--- config.mk ---
export PLATFORM = sky130hd
export DESIGN_NAME = oldland_fwd_unit_flat
export DESIGN_NICKNAME = d
export VERILOG_FILES = /design/src/rtl/oldland_fwd_unit_if.sv /design/src/rtl/oldland_fwd_unit.sv /design/src/flat_wrapper.sv
export SDC_FILE = /design/constraint.sdc
export NUM_CORES = 1
export LEC_CHECK = 0
export ABC_CLOCK_PERIOD_IN_PS = 4200
export BUFFER_PORTS_ARGS = -buffer_cell sky130_fd_sc_hd__buf_2
export CAP_MARGIN = 10
export CORE_AREA = 2 2 100 102
export CTS_BUF_LIST = sky130_fd_sc_hd__clkbuf_4 sky130_fd_sc_hd__clkbuf_8 sky130_fd_sc_hd__clkbuf_16
export CTS_CLUSTER_SIZE = 8
export DETAILED_ROUTE_END_ITERATION = 10
export DIE_AREA = 0 0 102 104
export PLACE_DENSITY = 0.88
export REMOVE_ABC_BUFFERS = 1
export SYNTH_ARGS = -nofsm -noshare
export SYNTH_HDL_FRONTEND = slang
export SYNTH_SLANG_ARGS = --single-unit
--- constraint.sdc ---
create_clock -name clk -period 4.2 [get_ports clk]
set_input_delay 0.84 -clock clk [delete_from_list [all_inputs] [get_ports clk]]
set_output_delay 0.84 -clock clk [all_outputs]
set_load 0.02 [all_outputs]
--- src/rtl/oldland_fwd_unit_if.sv ---
`default_nettype none
// ============================================================================
//  Module   : oldland_fwd_unit_if
//  Purpose  : Bundles the decode, regfile, forwarding, scoreboard and result
//             signals of the oldland operand forwarding / hazard unit.
//             The pipeline side uses the master modport. The forwarding unit
//             uses the slave modport.
//  Signals  :
//    d_valid, d_rsel, d_ruse  decode-stage instruction and its read selects
//    e_advance, flush         decode->execute transfer, execute-stage kill
//    rf_data                  regfile read data for the execute stage
//    fwd_valid, fwd_rd_sel,
//    fwd_ready, fwd_data      in-flight results, index 0 = youngest
//    sb_set/_sel, sb_clr/_sel long-latency write issue / retire
//    op_data, e_rsel          forwarded operands, execute-stage selects
//    stall, stall_count       hazard indication and saturating stall count
//  Revision : 1.0  initial release
// ============================================================================
interface oldland_fwd_unit_if #(
    parameter int DATA_WIDTH     = 32,
    parameter int REG_ADDR_WIDTH = 3,
    parameter int NUM_READ_PORTS = 2,
    parameter int NUM_FWD_STAGES = 2,
    parameter int CNT_WIDTH      = 32
);
    logic                                     d_valid;
    logic [NUM_READ_PORTS*REG_ADDR_WIDTH-1:0] d_rsel;
    logic [NUM_READ_PORTS-1:0]                d_ruse;
    logic                                     e_advance;
    logic                                     flush;
    logic [NUM_READ_PORTS*DATA_WIDTH-1:0]     rf_data;
    logic [NUM_FWD_STAGES-1:0]                fwd_valid;
    logic [NUM_FWD_STAGES*REG_ADDR_WIDTH-1:0] fwd_rd_sel;
    logic [NUM_FWD_STAGES-1:0]                fwd_ready;
    logic [NUM_FWD_STAGES*DATA_WIDTH-1:0]     fwd_data;
    logic                                     sb_set;
    logic [REG_ADDR_WIDTH-1:0]                sb_set_sel;
    logic                                     sb_clr;
    logic [REG_ADDR_WIDTH-1:0]                sb_clr_sel;
    logic [NUM_READ_PORTS*DATA_WIDTH-1:0]     op_data;
    logic [NUM_READ_PORTS*REG_ADDR_WIDTH-1:0] e_rsel;
    logic                                     stall;
    logic [CNT_WIDTH-1:0]                     stall_count;

    modport master (
        output d_valid, d_rsel, d_ruse, e_advance, flush, rf_data,
               fwd_valid, fwd_rd_sel, fwd_ready, fwd_data,
               sb_set, sb_set_sel, sb_clr, sb_clr_sel,
        input  op_data, e_rsel, stall, stall_count
    );

    modport slave (
        input  d_valid, d_rsel, d_ruse, e_advance, flush, rf_data,
               fwd_valid, fwd_rd_sel, fwd_ready, fwd_data,
               sb_set, sb_set_sel, sb_clr, sb_clr_sel,
        output op_data, e_rsel, stall, stall_count
    );
endinterface
`default_nettype wire

--- src/rtl/oldland_fwd_unit.sv ---
`default_nettype none
// ============================================================================
//  Module   : oldland_fwd_unit
//  Purpose  : Operand forwarding and hazard unit for the oldland pipeline.
//             It registers the decode read selects into the execute stage.
//             It takes each execute operand from the youngest matching
//             in-flight result, or from the regfile when nothing matches.
//             It raises stall when an operand is not yet available. That is
//             the case for a load in flight, or for a pending long-latency
//             write tracked in a per-register scoreboard. It also counts
//             stalled cycles, saturating at the top of the counter.
//  Ports    :
//    clk   clock
//    rst   synchronous active-high reset
//    bus   oldland_fwd_unit_if.slave, which carries:
//            decode selects and use bits
//            the e_advance and flush controls
//            regfile data
//            forwarding sources (valid/rd/ready/data per stage)
//            scoreboard set/clear
//            and, as outputs: op_data, e_rsel, stall, stall_count
//  Revision : 1.0  initial release
// ============================================================================
module oldland_fwd_unit #(
    parameter int DATA_WIDTH     = 32,
    parameter int REG_ADDR_WIDTH = 3,
    parameter int NUM_READ_PORTS = 2,
    parameter int NUM_FWD_STAGES = 2,
    parameter int CNT_WIDTH      = 32
) (
    input  logic              clk,
    input  logic              rst,
    oldland_fwd_unit_if.slave bus
);
    localparam int c_NUM_REGS = 1 << REG_ADDR_WIDTH;
    localparam logic [CNT_WIDTH-1:0] c_CNT_MAX = '1;
    localparam logic [CNT_WIDTH-1:0] c_CNT_ONE = {{(CNT_WIDTH-1){1'b0}}, 1'b1};

    // Execute-stage state.
    logic                                     r_e_valid;
    logic [NUM_READ_PORTS*REG_ADDR_WIDTH-1:0] r_e_rsel;
    logic [NUM_READ_PORTS-1:0]                r_e_ruse;

    // A set bit means a long-latency write to that register is still pending.
    logic [c_NUM_REGS-1:0]                    r_scoreboard;
    logic [c_NUM_REGS-1:0]                    w_sb_next;

    logic [CNT_WIDTH-1:0]                     r_stall_count;

    logic [NUM_READ_PORTS-1:0]                w_hazard;
    logic [NUM_READ_PORTS*DATA_WIDTH-1:0]     w_op_data;
    logic                                     w_stall;

    // ------------------------------------------------------------------
    // Decode -> execute registers. A flush that coincides with an
    // advance kills the incoming instruction, so the stage is never
    // left holding a wrong-path instruction.
    // ------------------------------------------------------------------
    always_ff @(posedge clk) begin
        if (rst) begin
            r_e_valid <= 1'b0;
            r_e_rsel  <= '0;
            r_e_ruse  <= '0;
        end else if (bus.e_advance) begin
            r_e_valid <= bus.d_valid & ~bus.flush;
            r_e_rsel  <= bus.d_rsel;
            r_e_ruse  <= bus.d_ruse;
        end else if (bus.flush) begin
            r_e_valid <= 1'b0;
        end
    end

    // ------------------------------------------------------------------
    // Scoreboard update. The set is applied after the clear. A new issue
    // to a register therefore wins over a retire to the same register in
    // the same cycle.
    // ------------------------------------------------------------------
    always_comb begin
        w_sb_next = r_scoreboard;
        if (bus.sb_clr) begin
            w_sb_next[bus.sb_clr_sel] = 1'b0;
        end
        if (bus.sb_set) begin
            w_sb_next[bus.sb_set_sel] = 1'b1;
        end
    end

    always_ff @(posedge clk) begin
        if (rst) begin
            r_scoreboard <= '0;
        end else begin
            r_scoreboard <= w_sb_next;
        end
    end

    // ------------------------------------------------------------------
    // Per-port operand mux and hazard detection.
    // ------------------------------------------------------------------
    for (genvar p = 0; p < NUM_READ_PORTS; p++) begin : g_port
        logic [REG_ADDR_WIDTH-1:0] w_sel;
        logic                      w_match;
        logic                      w_ready;
        logic [DATA_WIDTH-1:0]     w_data;

        assign w_sel = r_e_rsel[p*REG_ADDR_WIDTH +: REG_ADDR_WIDTH];

        // The scan runs from oldest to youngest. A later (younger) hit
        // overwrites an earlier one, so the lowest stage index wins.
        always_comb begin
            w_match = 1'b0;
            w_ready = 1'b1;
            w_data  = bus.rf_data[p*DATA_WIDTH +: DATA_WIDTH];
            for (int s = NUM_FWD_STAGES - 1; s >= 0; s--) begin
                if (bus.fwd_valid[s] &&
                    (bus.fwd_rd_sel[s*REG_ADDR_WIDTH +: REG_ADDR_WIDTH] == w_sel)) begin
                    w_match = 1'b1;
                    w_ready = bus.fwd_ready[s];
                    w_data  = bus.fwd_data[s*DATA_WIDTH +: DATA_WIDTH];
                end
            end
        end

        // A matching in-flight result is newer than any pending
        // long-latency write. It therefore decides alone whether the
        // operand is available. The scoreboard is only consulted on a miss.
        assign w_hazard[p] = r_e_valid & r_e_ruse[p] &
                             (w_match ? ~w_ready : r_scoreboard[w_sel]);

        assign w_op_data[p*DATA_WIDTH +: DATA_WIDTH] = w_data;
    end

    assign w_stall = |w_hazard;

    // ------------------------------------------------------------------
    // Saturating stall-cycle counter. Only reset clears it.
    // ------------------------------------------------------------------
    always_ff @(posedge clk) begin
        if (rst) begin
            r_stall_count <= '0;
        end else if (w_stall && (r_stall_count != c_CNT_MAX)) begin
            r_stall_count <= r_stall_count + c_CNT_ONE;
        end
    end

    assign bus.op_data     = w_op_data;
    assign bus.e_rsel      = r_e_rsel;
    assign bus.stall       = w_stall;
    assign bus.stall_count = r_stall_count;

endmodule
`default_nettype wire

--- src/flat_wrapper.sv ---
// flat-port wrapper written by rule: the top's interface ports become plain ports
module oldland_fwd_unit_flat 
#(
    parameter int DATA_WIDTH     = 32,
    parameter int REG_ADDR_WIDTH = 3,
    parameter int NUM_READ_PORTS = 2,
    parameter int NUM_FWD_STAGES = 2,
    parameter int CNT_WIDTH      = 32
)
  (clk, rst, bus_d_valid, bus_d_rsel, bus_d_ruse, bus_e_advance, bus_flush, bus_rf_data, bus_fwd_valid, bus_fwd_rd_sel, bus_fwd_ready, bus_fwd_data, bus_sb_set, bus_sb_set_sel, bus_sb_clr, bus_sb_clr_sel, bus_op_data, bus_e_rsel, bus_stall, bus_stall_count);
  oldland_fwd_unit_if #(.DATA_WIDTH(DATA_WIDTH), .REG_ADDR_WIDTH(REG_ADDR_WIDTH), .NUM_READ_PORTS(NUM_READ_PORTS), .NUM_FWD_STAGES(NUM_FWD_STAGES), .CNT_WIDTH(CNT_WIDTH)) bus_i ();
  input  logic clk;
  input  logic rst;
  input wire logic [$bits(bus_i.d_valid)-1:0] bus_d_valid;
  input wire logic [$bits(bus_i.d_rsel)-1:0] bus_d_rsel;
  input wire logic [$bits(bus_i.d_ruse)-1:0] bus_d_ruse;
  input wire logic [$bits(bus_i.e_advance)-1:0] bus_e_advance;
  input wire logic [$bits(bus_i.flush)-1:0] bus_flush;
  input wire logic [$bits(bus_i.rf_data)-1:0] bus_rf_data;
  input wire logic [$bits(bus_i.fwd_valid)-1:0] bus_fwd_valid;
  input wire logic [$bits(bus_i.fwd_rd_sel)-1:0] bus_fwd_rd_sel;
  input wire logic [$bits(bus_i.fwd_ready)-1:0] bus_fwd_ready;
  input wire logic [$bits(bus_i.fwd_data)-1:0] bus_fwd_data;
  input wire logic [$bits(bus_i.sb_set)-1:0] bus_sb_set;
  input wire logic [$bits(bus_i.sb_set_sel)-1:0] bus_sb_set_sel;
  input wire logic [$bits(bus_i.sb_clr)-1:0] bus_sb_clr;
  input wire logic [$bits(bus_i.sb_clr_sel)-1:0] bus_sb_clr_sel;
  output wire logic [$bits(bus_i.op_data)-1:0] bus_op_data;
  output wire logic [$bits(bus_i.e_rsel)-1:0] bus_e_rsel;
  output wire logic [$bits(bus_i.stall)-1:0] bus_stall;
  output wire logic [$bits(bus_i.stall_count)-1:0] bus_stall_count;
  assign bus_i.d_valid = bus_d_valid;
  assign bus_i.d_rsel = bus_d_rsel;
  assign bus_i.d_ruse = bus_d_ruse;
  assign bus_i.e_advance = bus_e_advance;
  assign bus_i.flush = bus_flush;
  assign bus_i.rf_data = bus_rf_data;
  assign bus_i.fwd_valid = bus_fwd_valid;
  assign bus_i.fwd_rd_sel = bus_fwd_rd_sel;
  assign bus_i.fwd_ready = bus_fwd_ready;
  assign bus_i.fwd_data = bus_fwd_data;
  assign bus_i.sb_set = bus_sb_set;
  assign bus_i.sb_set_sel = bus_sb_set_sel;
  assign bus_i.sb_clr = bus_sb_clr;
  assign bus_i.sb_clr_sel = bus_sb_clr_sel;
  assign bus_op_data = bus_i.op_data;
  assign bus_e_rsel = bus_i.e_rsel;
  assign bus_stall = bus_i.stall;
  assign bus_stall_count = bus_i.stall_count;
  oldland_fwd_unit #(.DATA_WIDTH(DATA_WIDTH), .REG_ADDR_WIDTH(REG_ADDR_WIDTH), .NUM_READ_PORTS(NUM_READ_PORTS), .NUM_FWD_STAGES(NUM_FWD_STAGES), .CNT_WIDTH(CNT_WIDTH)) u_core (.clk(clk), .rst(rst), .bus(bus_i));
endmodule
* Yosys cells after proc, flatten, opt, wreduce, memory -nomap -nowiden
Index checks and enable logic that the tools add are counted.
** Storage, ports and cells
- Register bits :: 49
- Bits of input ports :: 159
- Output and inout port bits :: 103
- Word-level logic and storage cells :: 63
** Operators by class
- $add $sub $neg :: 1
- $lt $le $gt $ge :: 6
- Equality and inequality tests :: 5
- Muxes and demuxes :: 26
- Bitwise logic cells :: 11
- Reductions and logical operators :: 9
** Operator list (count)
- 32-bit 2-to-1 mux :: 4
- 32-bit by 1-bit adder with 32-bit output, second input constant :: 1
- 32-bit inequality test, second input constant :: 1
- 3-bit by 4-bit < comparator with 1-bit output, second input constant :: 4
- 1-bit 2-to-1 mux :: 16
- 8-bit 2-to-1 mux :: 2
- 3-bit equality test :: 4
- 8-bit bitwise AND :: 1
- 8-bit inverter :: 1
- 8-bit bitwise OR :: 1
- 1-bit logical AND :: 7
- 1-bit binary-select mux with 3-bit select :: 2
- 1-bit demux with 3-bit select :: 2
- 3-bit by 1-bit >= comparator with 1-bit output, second input constant :: 2
- 1-bit bitwise AND :: 5
- 1-bit inverter :: 3
- 2-bit nonzero test :: 1
- 2-bit OR reduction :: 1

* Longest topological paths before layout
Gate-level depths: netlist of run 1.
- Depth after elaboration :: 9
- Gate-level depth with buffers :: 10
- Depth with buffers taken out :: 7

* Worst setup path before layout of run 1
No wires, ideal clock.
- Kind :: input to output
- Start point :: input bus_fwd_rd_sel[4]
- End point :: output bus_op_data[10]
- Arrival :: 2189 ps
- Setup slack :: 1171 ps
- Stages :: 5
- Buffers on the path :: 1
- Cell sequence :: xnor2_1 > nand4_1 > clkbuf_1 > mux2i_1 > a21oi_1
** Between the ends
- Longest elaborated chain between the ends :: 4
** Ends and longest elaborated chain
- start, declared :: line flat_wrapper.sv:21 : input wire logic [$bits(bus_i.fwd_rd_sel)-1:0] bus_fwd_rd_sel;
- 3-bit equality test :: line oldland_fwd_unit.sv:115 : (bus.fwd_rd_sel[s*REG_ADDR_WIDTH +: REG_ADDR_WIDTH] == w_sel)) begin
- 1-bit logical AND :: line oldland_fwd_unit.sv:114 : if (bus.fwd_valid[s] &&
- 32-bit 2-to-1 mux (2 in a row) :: line oldland_fwd_unit.sv:114
- end, declared :: line flat_wrapper.sv:28 : output wire logic [$bits(bus_i.op_data)-1:0] bus_op_data;
Every way passes these cells.

* Worst setup path after layout of run 1
- Start point :: input bus_fwd_rd_sel[4]
- End point :: output bus_stall
** Between the ends
- Longest elaborated chain between the ends :: 8
- Elaborated cells on any way between the ends :: 19
- Those cells by class :: eq/ne (2); mux (10); bitwise (4); reduce/logical (3)
** Ends and longest elaborated chain
- 3-bit equality test :: line oldland_fwd_unit.sv:115
- 1-bit logical AND :: line oldland_fwd_unit.sv:114
- 1-bit 2-to-1 mux (2 in a row) :: line oldland_fwd_unit.sv:114
- 1-bit inverter :: line oldland_fwd_unit.sv:127 : (w_match ? ~w_ready : r_scoreboard[w_sel]);
- 1-bit 2-to-1 mux :: line oldland_fwd_unit.sv:127
- 1-bit bitwise AND :: line oldland_fwd_unit.sv:126 : assign w_hazard[p] = r_e_valid & r_e_ruse[p] &
- 2-bit OR reduction (*) :: line oldland_fwd_unit.sv:132 : assign w_stall = |w_hazard;
- end, declared :: line flat_wrapper.sv:30 : output wire logic [$bits(bus_i.stall)-1:0] bus_stall;
Every way passes the cells marked *; elsewhere a longest branch is shown, timed or not.

==> flow_summary.ini, run 1 <==
[global_route]
grt_pass1_wl_um = 23200
met3_usage_pct = 11.8
grt_use_met1_pct = 36.6
met2_usage_pct = 43.1
grt_start_max_net_pins = 66
antenna_found_initial = 9
grt.busiest_layer = met2
gr-total-overflow = 0
grt_pass1_vias = 4304
grt_usage_pct = 28.1

[clock_tree]
cts_made_buffers = 5
cts_root_buffer = clkbuf_8
cts_resized = 0
cts_hold_buf = 0
clock_path_buffers = 2
clock_latency_ns = 0.31
post_cts_buffers = 0
cts_tree = yes
htreeDepth = 2
clk_pin_slew_ns = 0.10
cts.sinks = 49

[pwr]
leakage_nw = 2.79
p_int_mw = 0.833
combPwrFrac_pct = 34.5
p_switching_mw = 0.459
seqPwrFrac_pct = 37.5
power_mw = 1.29
powerDensity_nw_per_um2 = 241
peakVddDrop_uv = 159
switching_share_pct = 35.5
p_clk_share_pct = 28.0

[critical_path]
r2r_start = u_core.bus.e_rsel[3]
cp.required_ns = 3.36
cp-startpoint = bus_fwd_rd_sel[4]
startpoint_type = input pin
cp-end-kind = output port
crit_arrival_ns = 2.59
reg2reg_to = u_core.bus.stall_count[29]
rrSetupSlack_ns = 1.09
critPathMaxFanout = 10
path_class = input pin to output port
worst-r2r-cell-count = 7

[placed_design]
gp_congestion = 1.03
hpwl_um = 13100
io_buffer_count = 261
dpl_cell_area_um2 = 5220

[floorplanning]
fp.dieW_um = 102
start_util_pct = 40.1
die_area_um2 = 10600
row_count = 36
pin_count = 262
fp.dieH_um = 104
core-area_um2 = 9550

[synth]
async_reset_ff_share_pct = 0
synth_edf_count = 0
synth_seq_cells = 49
synth_area_um2 = 3830
synth_area_leader_cell = dfxtp_1
seq_area_frac_synth_pct = 25.6
avgSynthCellArea_um2 = 7.39
synth_top_cells_by_area = dfxtp_1 26%, mux2i_1 20%, a21oi_1 13%
ys_top_cells_by_count = 98 x a21oi_1, 87 x nor2_1, 78 x mux2i_1
yosysMostFrequentCell = a21oi_1
ys.flop_type = dfxtp_1
syn_inst = 518
synth_top_area_share_pct = 25.6
yosysWarningCount = 0
netlist-cell-type-count = 38

[detailed_routing]
vias = 4873
dr.first_iter.drc_count = 328
first_pass_iters = 5
via_per_inst = 5.44
drtAntennaViolNets = 0
drc_errors = 0
post_drt_wl_per_cell_um = 18.0
drt_wl_total_um = 16200

[timing]
final.min_clock_period_ns = 3.43
max_freq_ghz = 0.292
slew_violations = 0
finalHoldViolations = 0
relSlewSlack_pct = 34.8
skew_ns = 0.0129
setup_viol = 0
tightestPinTransition_ns = 0.978
tns_ns = 0
whs_ns = 0.500
finalCritPeriodShare_pct = 81.6
rsz0062_at_grt = false

[worst_hold_path]
hp-start = u_core.bus.stall_count[16]
hold_end = u_core.bus.stall_count[16]
hp-class = flip-flop to flip-flop
min_path_cells = 2

[finish]
final_cell_area_um2 = 5350
final_nets = 917
utilization_pct = 56.1
drive_gt1_share_pct = 36.9
area_growth_pct = 39.9

[status]
outcome = finished, final reports clean

[run]
drv_cap = 0
## stage by stage
step           cells  setup slack [ns]
5_1_grt          892             0.665
4_1_cts          891             0.774
3_5_place_dp     883             0.722
3_3_place_gp     883             0.782
6_report         896             0.774
2_1_floorplan    482           -0.0377
## logic make-up (layout without fill, tap and decap cells)
family / Yosys count / in the layout / share of synthesized area (%)
compound gates: 143 / 143 / 20.5
fa+ha+maj: 1 / 1 / 0.327
buf+inv: 45 / 285 / 4.90
other cells: 0 / 5 / 0
flops: 49 / 49 / 25.6
mux: 83 / 83 / 22.5
xor+xnor: 16 / 16 / 3.66
simple gates: 181 / 181 / 22.6
## sequential cells by signal, summed over array words and instances, names as in the netlist
register,flops
u_core.r_e_valid,1
u_core.bus.stall_count,32
u_core.bus.e_rsel,6
u_core.r_e_ruse,2
u_core.r_scoreboard,8
## worst max-delay path, cell delays in order
cell	delay (ns)
buf_2	0.12
xnor2_1	0.18
nand4_2	0.40
o2111a_1	0.26
o21bai_1	0.45
nand2_1	0.14
buf_2	0.19
## cells in the final DEF, fill, tap and decap left out, drive strengths merged, types with 2 or more instances in the layout
cell and n:
buf 268, a21oi 98, nor2 87, mux2i 78, dfxtp 49, nand2 23
o21ai 23, or3 17, nand3 17, xnor2 16, o31ai 11, nand4 11
inv 10, or4 9, diode 5, nor2b 5, clkbuf 5, nor3 4
mux2 3, nand2b 3, mux4 2, o2111a 2, o211ai 2, o21bai 2
and4 2
## worst max-delay path by stage
stage | endpoint | depth (start not counted) | slack (ns)
3_5_place_dp | u_core.bus.stall_count[29] | 8 | 0.72
5_1_grt | bus_stall | 7 | 0.66
3_3_place_gp | bus_stall | 7 | 0.78
2_1_floorplan | u_core.bus.stall_count[23] | 7 | -0.04
4_1_cts | bus_stall | 7 | 0.77
6_report | bus_stall | 7 | 0.77
## routing by layer
| layer | vias up | share of wire, % |
|---|---|---|
| li1 | 2356 | - |
| met4 | 6 | 1.8 |
| met1 | 2226 | 41 |
| met3 | 31 | 13 |
| met2 | 254 | 44 |
| met5 | - | 0.24 |
## power by group through the flow
stage	Combinational, mW	Sequential (mW)	Clock, mW
2_1_floorplan	0.231	0.495	0
3_3_place_gp	0.438	0.494	0
3_5_place_dp	0.440	0.495	0
4_1_cts	0.442	0.484	0.368
5_1_grt	0.472	0.486	0.392
6_report	0.446	0.484	0.362
## cell type report
type,instances,area [um^2]
diodes,5,12.5
clock buffers,5,68.8
clock inverters,3,48.8
fillers,943,4200
inverters,9,33.8
multi-input cells,424,2660
flip-flops and latches,49,981
well taps,133,166
repair buffers,268,1380
Power figures use the tool's default switching activity.
==> inputs of run 2 (changes only) <==
--- a/config.mk
+++ b/config.mk
@@ -5,15 +5,16 @@
 export SDC_FILE = /design/constraint.sdc
 export NUM_CORES = 1
 export LEC_CHECK = 0
-export ABC_CLOCK_PERIOD_IN_PS = 4200
+export ABC_AREA = 1
+export ABC_CLOCK_PERIOD_IN_PS = 3200
 export BUFFER_PORTS_ARGS = -buffer_cell sky130_fd_sc_hd__buf_2
 export CAP_MARGIN = 10
-export CORE_AREA = 2 2 100 102
+export CORE_AREA = 2 2 103 105
 export CTS_BUF_LIST = sky130_fd_sc_hd__clkbuf_4 sky130_fd_sc_hd__clkbuf_8 sky130_fd_sc_hd__clkbuf_16
 export CTS_CLUSTER_SIZE = 8
 export DETAILED_ROUTE_END_ITERATION = 10
-export DIE_AREA = 0 0 102 104
-export PLACE_DENSITY = 0.88
+export DIE_AREA = 0 0 105 107
+export PLACE_DENSITY = 0.91
 export REMOVE_ABC_BUFFERS = 1
 export SYNTH_ARGS = -nofsm -noshare
 export SYNTH_HDL_FRONTEND = slang
==> constraint.sdc (replaced) <==
create_clock -name clk -period 3.2 [get_ports clk]
set_input_delay 0.64 -clock clk [delete_from_list [all_inputs] [get_ports clk]]
set_output_delay 0.64 -clock clk [all_outputs]
set_load 0.02 [all_outputs]
==> run 2 against run 1 <==
First-iteration DRC count rose by 100%; area after synthesis rose by 16%; critical path type is now flip-flop to output port; flip-flop and latch count is the same; cell area rose by 11%; register-to-register slack got worse by 0.35 ns.
==> flow_summary.ini, run 2 <==
[critical_path]
slowest_delay_ns = 0.55
cp_slowest_cell = dfxtp_1
r2r_start = u_core.bus.stall_count[0]
path_class = flip-flop to output port
cp-end-kind = output port
path_common_cell = o21ai_0
cp-startpoint = u_core.bus.e_rsel[3]
startpoint_type = flip-flop
cp_num_buf_inv = 3
crit_arrival_ns = 2.34
cp.required_ns = 2.56
path_cells = inv_2 > o21ai_0 > nor2_1 > nand2_2 > buf_12 > o211ai_1 > o21ai_0 > buf_2
cp_top_family = buffers and inverters
critPathMaxFanout = 55

[floorplanning]
row_count = 37
core-area_um2 = 10100
fp.dieH_um = 107
pin_count = 262
start_util_pct = 44.1
fp.dieW_um = 105
die_area_um2 = 11200

[detailed_routing]
drt_wl_total_um = 19000
via_per_inst = 5.39
drtAntennaViolNets = 0
first_pass_iters = 5
dr.first_iter.drc_count = 667
drc_errors = 0
vias = 6206
post_drt_wl_per_cell_um = 16.5

[finish]
layout_commonest_cell = buf_2
fillers = 1050
layout_common_cells = 261 x buf_2, 206 x nand2_1, 102 x inv_1
drive_gt1_share_pct = 28.6
multi_input_area_um2 = 2880
final_nets = 1165
regArea_um2 = 981
final_cell_area_um2 = 5970
largest_register_ffs = 32
area_growth_pct = 33.9

[clock_tree]
cts.sinks = 49
clk_pin_slew_ns = 0.11
clock_latency_ns = 0.32
clock_path_buffers = 2
cts_made_buffers = 5
cts_root_buffer = clkbuf_8
htreeDepth = 2
cts_tree = yes
cts_hold_buf = 0
post_cts_buffers = 0

[global_route]
gr-total-overflow = 0
grt_start_max_net_pins = 61
antenna_found_initial = 13
grt_usage_pct = 32.1
grt_pass1_vias = 5493
grt_pass1_wl_um = 28900

[synth]
synth-simple-area-share_pct = 32.5
syn_inst = 770
synth_seq_cells = 49
synth-xor-area-share_pct = 6.29
synth_area_um2 = 4460
synth_area_leader_cell = dfxtp_1
yosysMostFrequentCell = nand2_1
synth_edf_count = 0
seq_area_frac_synth_pct = 22.0
synth_top_cells_by_area = dfxtp_1 22%, nand2_1 18%, o211ai_1 11%
synth_top_family_by_area = simple AND/OR/NAND/NOR gates
ys.flop_type = dfxtp_1
async_reset_ff_share_pct = 0
netlist-cell-type-count = 24
synthAdderAreaFrac_pct = 0.281
yosysWarningCount = 0
avgSynthCellArea_um2 = 5.79
synth_top_area_share_pct = 22.0
ys_top_cells_by_count = 208 x nand2_1, 102 x inv_1, 83 x o21ai_0
synth_compound_area_share_pct = 25.4
synthMuxAreaShare_pct = 0

[pwr]
powerDensity_nw_per_um2 = 283
leakage_nw = 2.91
peakVddDrop_uv = 173
power_mw = 1.69

[timing]
setup_viol = 0
slew_violations = 0
tightestPinTransition_ns = 0.473
max_freq_ghz = 0.336
finalCritPeriodShare_pct = 93.0
skew_ns = 0.0102
rsz0062_at_grt = false
final.min_clock_period_ns = 2.98
finalHoldViolations = 0
relSlewSlack_pct = 68.2
tns_ns = 0

[placed_design]
dpl_cell_area_um2 = 5840
gp_congestion = 0.965
io_buffer_count = 261
hpwl_um = 15100

[status]
outcome = finished, final reports clean

[run]
drv_cap = 0

[worst_hold_path]
hp-class = input pin to flip-flop
hp-start = bus_flush
## run 2: changes by cell type after synthesis, moves of 33 or more
cell	before	now
nand2_1	23	208
inv_1	9	102
mux2i_1	78	0
o21ai_0	9	83
o211ai_1	2	64
a21oi_1	98	46
nand3_1	16	52
nor2_1	87	54
## run 2: worst register-to-register path, stage by stage (launching register included)
cell and delay (ns):
dfxtp_1 0.41, ha_1 0.27, nand2_1 0.09, nor2_2 0.19, nand3_1 0.10, nor2_1 0.11, nand3_1 0.09, nand3b_4 0.43
nand2_4 0.46, nand2_1 0.10, a21oi_1 0.14
## run 2: cell type report
class	count	share of cell area, %
Antenna cell	10	0.419
Clock buffer	5	1.15
Clock inverter	3	0.482
Inverter	105	6.63
Multi-Input combinational cell	573	48.2
Sequential cell	49	16.4
Tap cell	136	2.85
Timing Repair Buffer	271	23.8
## run 2: kinds of logic after synthesis
group,after synthesis
AND/OR/NAND/NOR,346
flip-flops,49
XOR/XNOR,32
AO/OA/AOI/OAI,194
adder cells (fa/ha/maj),1
buffers and inverters,148
## run 2: worst paths after layout
kind                            slack, ns                         end  cells past startpoint
worst max-delay path                 0.22             bus_op_data[42]                      8
worst max register to register       0.74  u_core.bus.stall_count[12]                     10
worst min-delay path                 0.48            u_core.r_e_valid                      2
worst min register to register       0.50      u_core.r_scoreboard[0]                      2
## run 2: power by group
part | total, mW | internal (mW) | switching [mW]
clock network | 0.409 | 0.164 | 0.245
registers | 0.637 | 0.621 | 0.0160
logic | 0.641 | 0.237 | 0.404
total | 1.69 | 1.02 | 0.665
## run 2: what timing repair did
item	CTS	global route
hold endpoints to repair	0	0
setup endpoints to repair	0	2
resized for setup	0	1
## run 2: per-stage QoR
step | setup slack (ns) | hold slack [ns] | cells | util, %
finish | 0.224 | 0.483 | 1152 | 59.1
global route | 0.0547 | 0.483 | 1147 | 59.0
CTS | 0.222 | 0.478 | 1142 | 58.9
detailed placement | 0.468 | 0.485 | 1134 | 57.9
global placement | 0.414 | 0.479 | 1134 | 57.9
floorplan | 0.164 | 0.456 | 727 | -
## run 2: per-layer routing
metal / vias up / share of wire, % / GRT usage (%)
li1: 3022 / - / -
met1: 2769 / 41 / 42.2
met2: 360 / 44 / 48.1
met3: 47 / 12 / 11.2
met4: 8 / 3.0 / 12.9
met5: - / 0.28 / 0
